===== config.mk =====
export PLATFORM = sky130hd
export DESIGN_NAME = wb_regfile
export DESIGN_NICKNAME = d
export VERILOG_FILES = /design/src/rtl/wb_regfile.sv
export SDC_FILE = /design/constraint.sdc
export NUM_CORES = 1
export LEC_CHECK = 0
export CAP_MARGIN = 20
export CORE_ASPECT_RATIO = 1.4
export CORE_UTILIZATION = 40
export CTS_CLUSTER_DIAMETER = 40
export CTS_CLUSTER_SIZE = 28
export DETAILED_ROUTE_END_ITERATION = 7
export DONT_BUFFER_PORTS = 1
export GPL_TIMING_DRIVEN = 0
export PLACE_DENSITY = 0.63
export SYNTH_ARGS = -nofsm -noshare
export SYNTH_HDL_FRONTEND = slang
export SYNTH_SLANG_ARGS = --single-unit

===== constraint.sdc =====
create_clock -name clk -period 1.6 [get_ports clk]
set_input_delay 0 -clock clk [delete_from_list [all_inputs] [get_ports clk]]
set_output_delay 0 -clock clk [all_outputs]
set_load 0.01 [all_outputs]

===== src/rtl/wb_regfile.sv =====
// Write-back stage: WB pipeline latch feeding an 8x16 architectural register file.
// Optional read forwarding of the pending write is enabled by defining WB_REGFILE_BYPASS_EN.
module wb_regfile #(
  parameter int DATA_W   = 16,
  parameter int NUM_REGS = 8,
  parameter int ADDR_W   = 3
) (
  input  logic              clk,
  input  logic              rst,
  input  logic              wb_valid,
  input  logic              wb_regwrite,
  input  logic [ADDR_W-1:0] wb_waddr,
  input  logic [DATA_W-1:0] wb_wdata,
  input  logic              stall,
  input  logic [ADDR_W-1:0] rd1_addr,
  input  logic [ADDR_W-1:0] rd2_addr,
  output logic [DATA_W-1:0] rd1_data,
  output logic [DATA_W-1:0] rd2_data,
  output logic              wr_pending,
  output logic [15:0]       commit_cnt
);

  logic [DATA_W-1:0] mem [NUM_REGS];
  logic              lat_v;
  logic [ADDR_W-1:0] lat_addr;
  logic [DATA_W-1:0] lat_data;
  logic              capture;

  assign capture = wb_valid & wb_regwrite & ~stall;

  // Commit drains the latch regardless of stall; stall only starves the latch.
  always_ff @(posedge clk or negedge rst) begin
    if (!rst) begin
      lat_v      <= 1'b0;
      lat_addr   <= '0;
      lat_data   <= '0;
      commit_cnt <= '0;
      for (int i = 0; i < NUM_REGS; i++) begin
        mem[i] <= '0;
      end
    end else begin
      lat_v <= capture;
      if (capture) begin
        lat_addr <= wb_waddr;
        lat_data <= wb_wdata;
      end
      if (lat_v) begin
        mem[lat_addr] <= lat_data;
        if (commit_cnt != 16'hFFFF) begin
          commit_cnt <= commit_cnt + 16'd1;
        end
      end
    end
  end

  assign wr_pending = lat_v;

  always_comb begin
    rd1_data = mem[rd1_addr];
    rd2_data = mem[rd2_addr];
`ifdef WB_REGFILE_BYPASS_EN
    if (lat_v && (rd1_addr == lat_addr)) rd1_data = lat_data;
    if (lat_v && (rd2_addr == lat_addr)) rd2_data = lat_data;
`endif
  end

endmodule


* Word-level counts from Yosys, hierarchy flattened *
Cells that the tools add are included.

storage, ports and cells
  RAM bits = 0
  input port bits = 30
  memories kept = 0
  bits in read-only memories = 0
  register bits after elaboration = 164
  latch bits = 0
  output and inout port bits = 49
  logic and storage cells = 35

operators by class
  $mul = 0
  $add $sub $neg = 1
  shifts and indexed selects = 0
  div/mod/pow operators = 0
  mux-type cells = 9
  eq/ne operators = 1
  reduce and logical (&&, ||, !) cells = 2
  $lt $le $gt $ge = 4
  bitwise logic cells = 6

operators by type and width
  kind                     count
  $bwmux W128              1
  $bmux W16 S3             2
  $mux W16                 5
  $demux W16 S3            1
  $add A16 B1 Y16 const B  1
  $ne A16 B16 Y1 const B   1
  $ge A4 B4 Y1 const B     3
  $not A3 Y4               3
  $lt A4 B1 Y1 const B     1
  $and A1 B1 Y1            2
  $reduce_and A2 Y1        1
  $logic_and A1 B1 Y1      1
  $not A1 Y1               1

* Longest topological paths before layout *
  word-level depth = 6
  mapped depth = 5
  mapped depth without buffers = 5

* Least setup slack after synthesis *
No wires, ideal clock.

  kind = reg-to-reg
  start point = register commit_cnt[0]
  end point = register commit_cnt[9]
  library setup time = 0.136 ns
  data required time = 1.464 ns
  arrival time = 1.587 ns
  cell stages (with the launch flop) = 6
  path slack = -0.123 ns
  cells stage by stage = dfrtp_1 > ha_1 > nand2_1 > nor4_4 > a311oi_1 > xor2_1

between the ends
  word-level cells in the longest chain between the ends = 2
  elaborated cells between the ends (all ways) = 3
  those cells by class = add/sub: 1; eq/ne: 1; reduce/logical: 1

RTL lines
  what                                                                     line  RTL
  start, declared                                                          20    output logic [15:0] commit_cnt
  start signal, assigned                                                   50    commit_cnt <= commit_cnt + 16'd1;
  parallel branches: the longest is 2 deep, another holds $add A16 B1 Y16  -

Parallel ways; which one is timed is not known.
A chain may end at the register's enable or synchronous reset.

* Worst setup path after layout *
  start point = register mem[64] in the netlist's numbering
  end point = output port rd2_data[0]

between the ends
  word-level cells in the longest chain between the ends = 3

RTL lines
  what                                         line  RTL
  start, declared                              23    logic [DATA_W-1:0] mem [NUM_REGS];
  start signal, assigned by index              48    mem[lat_addr] <= lat_data;
  $bmux W16 S3                                 60    rd2_data = mem[rd2_addr];
  $mux W16 (not written as such) (2 in a row)  60
  end, declared                                18    output logic [DATA_W-1:0] rd2_data,

Every way passes these cells. The select of a mux whose other input is x is not followed.

==> reports/metrics.cfg <==
[clock_tree]
htree_levels = 4
cts_made_buffers = 17
cts_hold_buf = 19
ctsLongestPathBuffers = 2
clock_insertion_delay_worst_skew_ps = 430
clock_tree_from_tritoncts = done
worst_setup_hold_path_clk_slew_ps = 70
cts.root.buffer_cell = clkbuf_16
tritoncts_num_sinks = 164

[layout]
final-instance-count-excl-fill = 880
n_antenna_cell = 0
layout.filler_cells = 1756
final-seq-area_sq_um = 4123
drive_above_1_share = 0.5577
multi_input_comb_area_sq_um = 4542
fin_util = 0.5011
post-route-cell-area_sq_um = 10260
finalNetCount = 642
synthToLayoutAreaGrowth_pct = 22.60

[yosys]
synth.top_cells.by_area = dfrtp_1 49%, mux2_2 22%, mux4_2 17%, nand2_1 2.9%, xor2_1 1.3%
yosys_most_used_dff = dfrtp_1
netlist_area_sq_um = 8371
synth_area_leader_cell = dfrtp_1
syn-num-nets = 578
synth_warnings = 0
yosysSeqAreaShare = 0.4903
yosys.cell_types.count = 36
synth_edf_count = 0
synth_async_sr_flop_share = 1.000
synth-seq-cells = 164
post-synth-top-area-fraction = 0.4903
synthesis.instances = 547
synthesis.area_per_instance_sq_um = 15.30

[setup_path]
critical_path_class = reg2out
timing.critical_path.from_type = register
worstPathMaxFanout = 3
worst_r2r_startpoint = wr_pending
worst-endpoint-required_ps = 1600
startpoint = mem[64]
worstReg2RegEnd = mem[106]
critical_path_arrival_ps = 1660
end_kind = output pin
critical_path_destination = rd2_data[0]
timing.reg2reg.worst_path_depth = 5
r2r_slack_ps = -10

[placed_design]
placedInstanceArea_sq_um = 8716
place_congestion = 0.7837
io_buffers = 0
pre_cts_slack_ps = -318.4
post-place-cells = 803
detailedPlacementHpwl_um = 13990

[timing]
final_critical_path_setup_slack_ps = -64.42
timing_max_transition_violations_final = 0
timing.final.crit_period_ps = 1664
setup_viol = 30
rsz0062_at_grt = true
timing_worst_slew_pin_value_ps = 893.6
achievable-frequency_ghz = 0.6008
final.hold.worst_slack_ps = -723.4
final_hold_viol_count = 164
relSlewSlack = 0.4042
post-route-period-util = 1.040
skew_ps = 12.55
setup_total_negative_slack_ps = -626.9

[power_and_ir_drop]
power_per_cell_area_nw_per_um2 = 1359
total_switching_power_mw = 4.099
p_int_mw = 9.849
comb_power_share = 0.265
power.share.switching = 0.2939
power_mw = 13.95
peakVddDrop_mv = 0.8195
pwr-share-seq = 0.451
power.leakage_nw = 4.784
p_clk_frac = 0.284

[floorplanning]
floorplan.die_area_sq_um = 21520
fp.dieH_um = 173.2
top_level_ports = 79
floorplan.die.width_um = 124.3
core_region_area_sq_um = 20480
initial_utilization = 0.4087
rows = 62

[drt]
routed_wl_um = 22080
dr.pass1.iters = 4
antenna_left = 0
route.met3.wl_um = 847
route.vias.total = 5088
route.top_layer_used = met5
detailedRoute.firstIterationViolations = 305
route.detailed.wl_per_inst_um = 25.09
detailroute.wirelength.met2_um = 11880
detail_route.vias_per_cell = 5.782
met1Wirelength_um = 8846
detail_route.drc_violations = 0

[outcome]
violations = hold timing, setup timing
result_of_the_run = finished, violations left

[hold_path]
worstHoldPathType = in2async

[job]
drv_cap = 0

[global_routing]
grt_use_total = 0.2146
via_count_of_the_first_global_routing_pass = 5683
grt-ovfl-total = 0
grt_pass1_wl_um = 34420
grt_max_degree = 165
antenna_violations_before_repair = 1

-- cells in the mapped netlist, types with 2 or more instances --
cell,instances
a21oi_1,2
and3_1,2
buf_1,6
buf_2,9
buf_4,8
buf_6,3
clkbuf_1,8
dfrtp_1,164
inv_1,3
mux2_2,161
mux4_2,64
nand2_1,64
nand4_1,4
nand4_2,2
nand4_4,2
nand4b_2,3
nor2_1,4
nor3_1,4
nor3_4,2
nor3b_4,2
nor4_1,2
nor4_2,3
xor2_1,12
-- metal layers --
layer	track usage	vias to the layer above
li1	-	2185
met1	0.2551	2767
met2	0.3794	104
met3	0.04827	30
met4	0.07480	2
met5	0	-
-- state kept, by name (all words and copies together) (netlist names) --
name and cells:
mem 128, commit_cnt 16, lat_data 16, lat_addr 3, wr_pending 1
-- area by class of cell --
cell class / count / share of cell area
sequential: 164 / 0.4017
tap: 256 / 0.03121
buffer: 32 / 0.02268
timing repair buffer: 47 / 0.04535
inverter: 3 / 0.001097
clock buffer: 19 / 0.04414
multi-input combinational: 346 / 0.4426
clock inverter: 13 / 0.01122
-- timing repair --
item,4_1_cts,5_1_grt
gates cloned,4,0
setup buffers,18,7
gates resized for setup,134,20
endpoints found under the hold margin,183,164
pin swaps,6,12
endpoints found under the setup margin,146,119
-- worst min-delay path by stage --
stage / startpoint / endpoint / slack [ps]
2_1_floorplan: rst / commit_cnt[0] / -300
3_3_place_gp: rst / mem[103] / -290
3_5_place_dp: rst / mem[87] / -290
4_1_cts: rst / mem[69] / -750
5_1_grt: rst / mem[69] / -740
6_report: rst / mem[103] / -720
-- logic make-up (layout without fill, tap and decap cells) --
| family | Yosys count | after routing | synth area share |
|---|---|---|---|
| mux | 225 | 225 | 0.3888 |
| compound gates | 4 | 4 | 0.002990 |
| flops | 164 | 164 | 0.4903 |
| xor+xnor | 13 | 13 | 0.01360 |
| fa+ha+maj | 1 | 1 | 0.001495 |
| buf+inv | 37 | 114 | 0.02421 |
| simple gates | 103 | 103 | 0.07862 |
-- critical path, cell delays in order, from the launching register on --
cell,delay (ps)
dfrtp_1,400
mux4_2,520
mux2_4,320
-- power groups by stage --
stage	clock, mW	sequential (mW)	combinational [mW]
after floorplan	0	5.95	2.50
after global placement	0	6.14	2.86
after detailed placement	0	6.31	2.97
after CTS	4.03	6.26	3.65
after global routing	4.20	6.44	3.93
final	3.96	6.29	3.70
-- placed cells by master, fill, tap and decap left out, types with 4 or more instances in the layout --
master	count
xor2_1	12
inv_6	6
clkbuf_1	6
buf_8	4
dfrtp_2	15
dfrtp_1	149
clkinv_4	5
mux2_2	72
nand2_1	63
buf_4	25
mux2_4	89
nor4_4	5
nor2_1	4
buf_6	12
nand4_4	4
nand4_1	4
clkbuf_16	17
dlygate4sd3_1	19
buf_1	6
mux4_2	64
(Power assumes the default switching activity.)
